==> src/rtl/mem_pkg.sv <==
// Shared types and size helpers for the line request sequencer and its watchdog.
package mem_pkg;

  typedef enum logic [1:0] {
    MC_IDLE  = 2'b00,
    MC_READ  = 2'b01,
    MC_WRITE = 2'b11
  } mc_op_e;

  typedef enum logic [2:0] {
    ST_INIT,
    ST_IDLE,
    ST_WR_ARM,
    ST_WR_STREAM,
    ST_WR_WAIT,
    ST_RD,
    ST_RESP
  } seq_state_e;

  localparam int unsigned DEF_WORD_SIZE      = 32;
  localparam int unsigned DEF_CL_SIZE_WIDTH  = 512;
  localparam int unsigned DEF_ADDR_BITCOUNT  = 64;
  localparam int unsigned DEF_TIMEOUT_CYCLES = 4096;

  function automatic int unsigned fill_count(input int unsigned cl_bits, input int unsigned word_bits);
    return cl_bits / word_bits;
  endfunction

  // A one-word line still needs a 1-bit counter so the vectors stay legal.
  function automatic int unsigned fill_bits(input int unsigned fc);
    return (fc > 1) ? $clog2(fc) : 1;
  endfunction

  function automatic int unsigned line_offset_bits(input int unsigned cl_bits);
    return $clog2(cl_bits / 8);
  endfunction

endpackage

==> src/rtl/mem_watchdog.sv <==
// Saturating cycle counter that flags the cycle in which the timeout limit is reached.
module mem_watchdog #(
  parameter int unsigned TIMEOUT = 4096
) (
  input  logic clk,
  input  logic rst_n,
  input  logic i_enable,
  input  logic i_clear,
  output logic o_expired
);

  localparam int unsigned CNT_BITS = $clog2(TIMEOUT + 1);
  localparam logic [CNT_BITS-1:0] LIMIT      = CNT_BITS'(TIMEOUT);
  localparam logic [CNT_BITS-1:0] LIMIT_LAST = CNT_BITS'(TIMEOUT - 1);

  logic [CNT_BITS-1:0] r_count;

  always_ff @(posedge clk or negedge rst_n) begin
    if (!rst_n) begin
      r_count <= '0;
    end else if (i_clear) begin
      r_count <= '0;
    end else if (i_enable && (r_count != LIMIT)) begin
      r_count <= r_count + 1'b1;
    end
  end

  // Expiry is flagged one cycle early so the owner can act on the edge the count reaches the limit.
  assign o_expired = i_enable && (r_count >= LIMIT_LAST);

endmodule

==> src/rtl/mem_req_seq.sv <==
// Cache-line request sequencer: streams a line to / collects a line from the memory controller.
module mem_req_seq
  import mem_pkg::*;
#(
  parameter int unsigned WORD_SIZE      = DEF_WORD_SIZE,
  parameter int unsigned CL_SIZE_WIDTH  = DEF_CL_SIZE_WIDTH,
  parameter int unsigned ADDR_BITCOUNT  = DEF_ADDR_BITCOUNT,
  parameter int unsigned TIMEOUT_CYCLES = DEF_TIMEOUT_CYCLES
) (
  input  logic                     clk,
  input  logic                     rst_n,
  input  logic                     req_valid,
  output logic                     req_ready,
  input  logic                     req_write,
  input  logic [ADDR_BITCOUNT-1:0] req_addr,
  input  logic [CL_SIZE_WIDTH-1:0] req_wline,
  output logic                     resp_valid,
  input  logic                     resp_ready,
  output logic                     resp_write,
  output logic                     resp_err,
  output logic [CL_SIZE_WIDTH-1:0] resp_rline,
  input  logic                     mc_ready,
  output logic [1:0]               mc_op,
  output logic [ADDR_BITCOUNT-1:0] mc_addr,
  output logic [WORD_SIZE-1:0]     mc_wdata,
  input  logic [WORD_SIZE-1:0]     mc_rdata,
  input  logic                     mc_rd_valid,
  input  logic                     mc_tx_done
);

  localparam int unsigned FILL_COUNT  = fill_count(CL_SIZE_WIDTH, WORD_SIZE);
  localparam int unsigned FILL_BITS   = fill_bits(FILL_COUNT);
  localparam int unsigned OFFSET_BITS = line_offset_bits(CL_SIZE_WIDTH);
  localparam logic [FILL_BITS-1:0] LAST_WORD = FILL_BITS'(FILL_COUNT - 1);

  seq_state_e r_state;
  seq_state_e w_next;
  mc_op_e     r_mc_op;

  logic [ADDR_BITCOUNT-1:0]               r_addr;
  logic [FILL_COUNT-1:0][WORD_SIZE-1:0]   r_line;
  logic [FILL_BITS-1:0]                   r_cnt;
  logic                                   r_write;
  logic                                   r_err;
  logic                                   w_accept;
  logic                                   w_wd_en;
  logic                                   w_wd_expired;
  logic                                   w_last_word;
  logic                                   w_unused_addr_bits;

  assign w_accept           = req_valid && req_ready;
  assign w_last_word        = (r_cnt == LAST_WORD);
  assign w_unused_addr_bits = ^req_addr[OFFSET_BITS-1:0];

  mem_watchdog #(
    .TIMEOUT (TIMEOUT_CYCLES)
  ) u_watchdog (
    .clk       (clk),
    .rst_n     (rst_n),
    .i_enable  (w_wd_en),
    .i_clear   (w_accept),
    .o_expired (w_wd_expired)
  );

  always_ff @(posedge clk or negedge rst_n) begin
    if (!rst_n) begin
      r_state <= ST_INIT;
    end else begin
      r_state <= w_next;
    end
  end

  always_comb begin
    w_next = r_state;
    case (r_state)
      ST_INIT:      if (mc_ready) w_next = ST_IDLE;
      ST_IDLE:      if (req_valid) w_next = req_write ? ST_WR_ARM : ST_RD;
      ST_WR_ARM:    w_next = ST_WR_STREAM;
      ST_WR_STREAM: if (w_last_word) w_next = ST_WR_WAIT;
      ST_WR_WAIT:   if (mc_tx_done || w_wd_expired) w_next = ST_RESP;
      ST_RD:        if (mc_tx_done || w_wd_expired) w_next = ST_RESP;
      ST_RESP:      if (resp_ready) w_next = ST_IDLE;
      default:      w_next = ST_INIT;
    endcase
  end

  always_comb begin
    req_ready  = 1'b0;
    resp_valid = 1'b0;
    mc_wdata   = '0;
    w_wd_en    = 1'b0;
    case (r_state)
      ST_IDLE:      req_ready = 1'b1;
      ST_WR_STREAM: mc_wdata  = r_line[r_cnt];
      ST_WR_WAIT:   w_wd_en   = 1'b1;
      ST_RD:        w_wd_en   = 1'b1;
      ST_RESP:      resp_valid = 1'b1;
      default:      ;
    endcase
  end

  // A read completes cleanly only if tx_done lands together with the final word.
  always_ff @(posedge clk or negedge rst_n) begin
    if (!rst_n) begin
      r_mc_op <= MC_IDLE;
      r_addr  <= '0;
      r_line  <= '0;
      r_cnt   <= '0;
      r_write <= 1'b0;
      r_err   <= 1'b0;
    end else begin
      case (r_state)
        ST_IDLE: begin
          if (w_accept) begin
            r_write <= req_write;
            r_line  <= req_wline;
            r_addr  <= {req_addr[ADDR_BITCOUNT-1:OFFSET_BITS], {OFFSET_BITS{1'b0}}};
            r_cnt   <= '0;
            r_mc_op <= req_write ? MC_WRITE : MC_READ;
          end
        end
        ST_WR_STREAM: r_cnt <= r_cnt + 1'b1;
        ST_WR_WAIT: begin
          if (mc_tx_done) begin
            r_mc_op <= MC_IDLE;
            r_err   <= 1'b0;
          end else if (w_wd_expired) begin
            r_mc_op <= MC_IDLE;
            r_err   <= 1'b1;
          end
        end
        ST_RD: begin
          if (mc_rd_valid) begin
            r_line[r_cnt] <= mc_rdata;
            r_cnt         <= r_cnt + 1'b1;
          end
          if (mc_tx_done) begin
            r_mc_op <= MC_IDLE;
            r_err   <= !(mc_rd_valid && w_last_word);
          end else if (w_wd_expired) begin
            r_mc_op <= MC_IDLE;
            r_err   <= 1'b1;
          end
        end
        default: ;
      endcase
    end
  end

  assign mc_op      = r_mc_op;
  assign mc_addr    = r_addr;
  assign resp_write = r_write;
  assign resp_err   = r_err;
  assign resp_rline = r_line;

endmodule

==> config.mk <==
export PLATFORM = sky130hd
export DESIGN_NAME = mem_req_seq
export DESIGN_NICKNAME = d
export VERILOG_FILES = /design/src/rtl/mem_pkg.sv /design/src/rtl/mem_watchdog.sv /design/src/rtl/mem_req_seq.sv
export SDC_FILE = /design/constraint.sdc
export NUM_CORES = 1
export LEC_CHECK = 0
export ABC_AREA = 1
export ABC_CLOCK_PERIOD_IN_PS = 3200
export CORE_AREA = 2 2 481 483
export DETAILED_ROUTE_END_ITERATION = 16
export DIE_AREA = 0 0 483 485
export GPL_ROUTABILITY_DRIVEN = 0
export GPL_TIMING_DRIVEN = 0
export PLACE_DENSITY = 0.33
export REMOVE_ABC_BUFFERS = 1
export SYNTH_ARGS = -nofsm -noshare
export SYNTH_HDL_FRONTEND = slang
export SYNTH_SLANG_ARGS = --single-unit
==> constraint.sdc <==
create_clock -name clk -period 3.2 [get_ports clk]
set_input_delay 0.32 -clock clk [delete_from_list [all_inputs] [get_ports clk]]
set_output_delay 0.32 -clock clk [all_outputs]
set_load 0.01 [all_outputs]
Word-level counts from Yosys, hierarchy flattened --
Cells that the tools add are included. Widths: inputs -> output; s select.
Word-level totals: flip-flop bits (word level) 594, bits in latches 0, RAM bits 0, input port bits 616, ROM bits 0, word-level logic and storage cells 96, memories 0
Cells by class: magnitude comparators 3, $add $sub $neg 2, divide/modulo/power cells 0, mux-type cells 33, bitwise logic cells 0, multiply operators 0, reductions and logical operators 19, shift operators 0, equality and inequality tests 16
Operators with widths (count):
- $mux 512 | 2
- $pmux 512 s2 | 1
- $bwmux 512 | 1
- $bmux 32 s4 | 1
- $demux 32 s4 | 1
- $mux 32 | 3
- $mux 13 | 2
- $mux 3 | 6
- $pmux 3 s6 | 1
- $add 13x1->13 const B | 1
- $ge 13x12->1 const B | 1
- $ne 13x13->1 const B | 1
- $pmux 4 s3 | 1
- $ne 2x2->1 const B | 5
- $eq 3x3->1 const B | 3
- $reduce_and 3->1 | 3
- $mux 2 | 4
- $mux 4 | 2
- $reduce_bool 2->1 | 4
- $eq 3x2->1 const B | 2
- $mux 1 | 6
- $logic_and 1x1->1 | 5
- $lt 4x5->1 const B | 1
- $reduce_and 5->1 | 1
- 14 further kinds | 15

Depth between registers and ports, before layout --
depth after elaboration 7, gate-level depth with buffers 12, mapped depth without buffers 9

Modules after synthesis --
A second synthesis with hierarchy kept.
Second synthesis, totals: cells, all modules 5557, area, all modules 35686.7 um^2
Modules (own cells, without submodules):
- mem_req_seq | times used 1, cells each 5416, area each 34735.8 um^2, seq. area each 14538.9 um^2
- mem_watchdog | times used 1, cells each 141, area each 950.9 um^2, seq. area each 325.3 um^2

Worst setup path before layout --
OpenSTA, ideal clock, no wires.
path type reg-to-reg, from register r_cnt[0], to register r_line (netlist bit resp_rline[129]), arrival time 2227 ps, stages on the path, launching flop included 12, buffers on the path 5, slack 897 ps, data required time 3124 ps, period minus slack after synthesis 2303 ps, cell sequence dfrtp_1 clkbuf_2 inv_1 buf_4 buf_2 buf_2 ha_1 inv_1 nor2_1 clkbuf_1 a22oi_1 o21ai_1
Between the ends: cells in the longest elaborated chain, start to end 7, elaborated cells on any way between the ends 8
RTL lines:
- start: declaration | line mem_req_seq.sv:42 | logic [FILL_BITS-1:0] r_cnt;
- start signal: assignment | line mem_req_seq.sv:122 | ST_WR_STREAM: r_cnt <= r_cnt + 1'b1;
- start signal: assignment | line mem_req_seq.sv:135 | r_cnt <= r_cnt + 1'b1;
- $lt 4x5->1 (not written as such) / $ge 4x1->1 (equally long branches) | line mem_req_seq.sv:134 | r_line[r_cnt] <= mc_rdata;
- $logic_and 1x1->1 (not written as such) | line mem_req_seq.sv:134
- $mux 32 (not written as such) | line mem_req_seq.sv:134
- $demux 32 s4 (*) | line mem_req_seq.sv:134
- $bwmux 512 (*) | line mem_req_seq.sv:134
- $mux 512 (*) | line mem_req_seq.sv:133 | if (mc_rd_valid) begin
- $pmux 512 s2 (*) | line mem_req_seq.sv:112 | case (r_state)
- end signal: assignment | line mem_req_seq.sv:116 | r_line <= req_wline;
- end signal: indexed assignment | line mem_req_seq.sv:134
- end: declaration | line mem_req_seq.sv:41 | logic [FILL_COUNT-1:0][WORD_SIZE-1:0] r_line;
Every way passes the cells marked *; elsewhere a longest branch is shown, timed or not. The select of a mux whose other input is x is not followed. A chain may end at the register's enable or synchronous reset.

Final worst setup path --
from register r_cnt[0], to output mc_wdata[13]
Between the ends: cells in the longest elaborated chain, start to end 3
RTL lines:
- $bmux 32 s4 | line mem_req_seq.sv:94 | ST_WR_STREAM: mc_wdata = r_line[r_cnt];
- $mux 32 (not written as such) | line mem_req_seq.sv:94
- $mux 32 | line mem_req_seq.sv:92 | case (r_state)
- end: declaration | line mem_req_seq.sv:25 | output logic [WORD_SIZE-1:0] mc_wdata,
Every way passes these cells. The select of a mux whose other input is x is not followed.

==> flow_summary.json <==
{
  "status": "finished clean",
  "clock-sinks": 594,
  "final_common_cell": "clkdlybuf4s50_1",
  "layout_min_cycle_time_ns": 3.186,
  "hold_class": "primary input to async pin",
  "layout-drive-gt1-share_pct": 11.97,
  "cts_buffers": 89,
  "rsz0062_at_grt": "yes",
  "leakagePower_nw": 22.40,
  "p_sw_share_pct": 47.81,
  "cp_cell_sequence": "buf_16, inv_16, buf_16, buf_12, buf_16, buf_4, buf_6, o21ai_0, o21ai_1, nand2_1, nand2_2, nor2_1, nor2_1, buf_4",
  "synth_top_area_share_pct": 47.25,
  "required_ns": 2.88,
  "drtIter0Drc": 3386,
  "num_rows": 176,
  "synthTopCellsByArea": "dfrtp_1, a22oi_1, nand2_1",
  "initial_core_util_pct": 13.74,
  "synth_top_family_by_area": "compound AO/OA/AOI/OAI gates",
  "setup_viol": 0,
  "grt_pass1_vias": 37060,
  "critPathMaxFanout": 6,
  "synthesis.area_um2": 31460,
  "crit_type": "flip-flop to output pin",
  "grt_max_degree": 105,
  "synth_seq_cells": 594,
  "layout_common_cells": "clkdlybuf4s50_1, nand2_1, dfrtp_1, a22oi_1, o21ai_1",
  "power.density_nw_per_um2": 1089,
  "yosysTopAreaCell": "dfrtp_1",
  "area_growth_pct": 73.48,
  "muxShareOfSynthArea_pct": 0,
  "synth_compound_area_share_pct": 27.79,
  "fin_skew_ns": 0.05084,
  "place_hpwl_mm": 196.9,
  "routed_wl_mm": 286.7,
  "synth.yosys.seq_area_share_pct": 47.25,
  "combinationalPowerShare_pct": 58.2,
  "cts_tree": "yes",
  "drv_cap": 0,
  "clk_pin_slew_ns": 0.06,
  "ant_nets": 0,
  "endpoint_kind": "output pin",
  "die_w_um": 483,
  "dp_slack_ns": -1.621,
  "crit_top_cell": "buf_16",
  "final_util_pct": 23.83,
  "slowest_stage": "dfrtp_4",
  "finalNetCount": 5788,
  "whs_ns": 0.1112,
  "path_depth": 14,
  "drv_slew": 0,
  "nFillCells": 25130,
  "period_share_pct": 99.56,
  "cts_max_path_buffers": 3,
  "seqPwrFrac_pct": 24.4,
  "grt_pass1_wl_mm": 372.4,
  "cp_top_family": "buffers and inverters",
  "fin_setup_tns_ns": 0,
  "crit_buf_inv": 8,
  "dpl_cell_area_um2": 48460,
  "cp.arrival_ns": 2.87,
  "slew-limit-headroom_pct": 38.75,
  "placed_cells": 7924,
  "intPower_mw": 31.02,
  "clkPwrFrac_pct": 17.4,
  "synth.distinct_cells": 35,
  "core_area_um2": 229000,
  "drc": 0,
  "r2r_cells": 10,
  "insertion_delay_ns": 0.76,
  "io_buffer_count": 1217,
  "antenna_found_initial": 67,
  "start_kind": "flip-flop",
  "firstDrtPassIters": 6,
  "synthXorXnorAreaFrac_pct": 0.1114,
  "dieArea_um2": 234300,
  "wl_per_cell_um": 34.57,
  "max_stage_delay_ns": 0.52,
  "final_area_um2": 54580,
  "overflow": 0,
  "grt_usage_pct": 23.38,
  "power_mw": 59.44,
  "htree_levels": 3,
  "vias_per_cell": 4.527,
  "yosys.area_share.simple_pct": 18.34,
  "fmax_ghz": 0.3139,
  "synth_cells": 3924,
  "clockRootBuffer": "clkbuf_16",
  "vias": 37530,
  "synth_fa_ha_area_share_pct": 0.2386,
  "switchingPower_mw": 28.42,
  "worst_slew_pin_slew_ns": 0.9166,
  "dieHeight_um": 485,
  "worst_slack_ns": 0.01399,
  "fin_cells": 8291,
  "yosysWarningCount": 0,
  "vdd_drop_max_v": 0.0005162,
  "syn-mean-instance-area_um2": 8.018,
  "io_pins": 1230,
  "finalHoldViolCount": 0
}
## what timing repair did
action	4_1_cts	5_1_grt
pin swaps	30	60
cloned	38	9
hold buffers	1	0
setup endpoints to repair	356	108
resized for setup	268	142
endpoints found under the hold margin	206	0
buffers inserted	112	22
## metal layers
metal / wire (µm) / vias to the layer above / global-route usage, % / share of wire [%]
li1: - / 16230 / - / -
met1: 118600 / 19060 / 28.87 / 41
met2: 136500 / 1846 / 39.39 / 48
met3: 22630 / 348 / 6.759 / 7.9
met4: 8609 / 50 / 6.526 / 3.0
met5: 313 / - / 0 / 0.11
## cell usage after synthesis
cell	instances
nor3_1	1
o211ai_1	1
o21ai_2	6
xnor2_1	2
nor2_4	32
dfrtp_1	594
o21ai_1	376
buf_4	15
buf_12	1
nand4_1	7
nor2_8	1
nand3_1	31
clkbuf_2	1
nand2_4	1
inv_1	62
inv_2	4
clkbuf_1	173
a31oi_1	1
o22ai_1	64
buf_2	146
or2_2	1
xor2_1	2
nand2_1	940
a21oi_1	6
a22oi_1	512
buf_1	10
ha_1	6
o21ai_4	10
buf_6	15
conb_1	1
o21ai_0	471
nor2_1	423
nand2_2	3
nand3b_1	1
nor2_2	4
## logic make-up (layout without fill, tap and decap cells)
group	Yosys count	count (layout)
compound gates	1447	1447
xor+xnor	4	4
fa+ha+maj	6	6
buf+inv	427	1734
flops	594	594
other cells	1	34
simple gates	1445	1446
## power by group through the flow
stage                     Sequential [mW]  Combinational, mW  Clock, mW
after floorplan                      15.1               9.96          0
final                                14.5               34.6       10.3
after CTS                            14.4               34.2       10.7
after global placement               14.9               27.2          0
after global routing                 14.9               36.7       10.9
after detailed placement             14.5               31.1          0
## final timing paths
check                                        start                           to  slack, ns
max                           r_cnt[0]$_DFFE_PN0P_                 mc_wdata[13]       0.01
min in group clk                      req_addr[30]      mc_addr[30]$_DFFE_PN0P_       0.11
min                                          rst_n   resp_rline[83]$_DFFE_PN0P_       0.11
max reg2reg                   r_cnt[1]$_DFFE_PN0P_  resp_rline[166]$_DFFE_PN0P_       0.03
max in group asynchronous                    rst_n       r_state[2]$_DFFE_PN0P_       1.23
min reg2reg                mc_addr[57]$_DFFE_PN0P_      mc_addr[57]$_DFFE_PN0P_       0.47
## sequential cells by signal, summed over array words and instances (netlist names)
name and count:
mc_addr 58, mc_op 2, r_cnt 4, r_state 3, resp_err 1, resp_rline 512
resp_write 1, u_watchdog.r_count 13
## layout make-up
type / instances / area [µm²] / share of cell area, %
multi-input cells: 2909 / 15240 / 27.92
repair inverters: 5 / 83.83 / 0.1536
repair buffers: 1501 / 17230 / 31.57
diodes: 28 / 70.07 / 0.1284
clock buffers: 137 / 2629 / 4.816
flip-flops and latches: 594 / 14870 / 27.25
well taps: 3026 / 3786 / 6.937
clock inverters: 25 / 286.5 / 0.5250
inverters: 66 / 380.4 / 0.6969
Power figures use the tool's default switching activity.
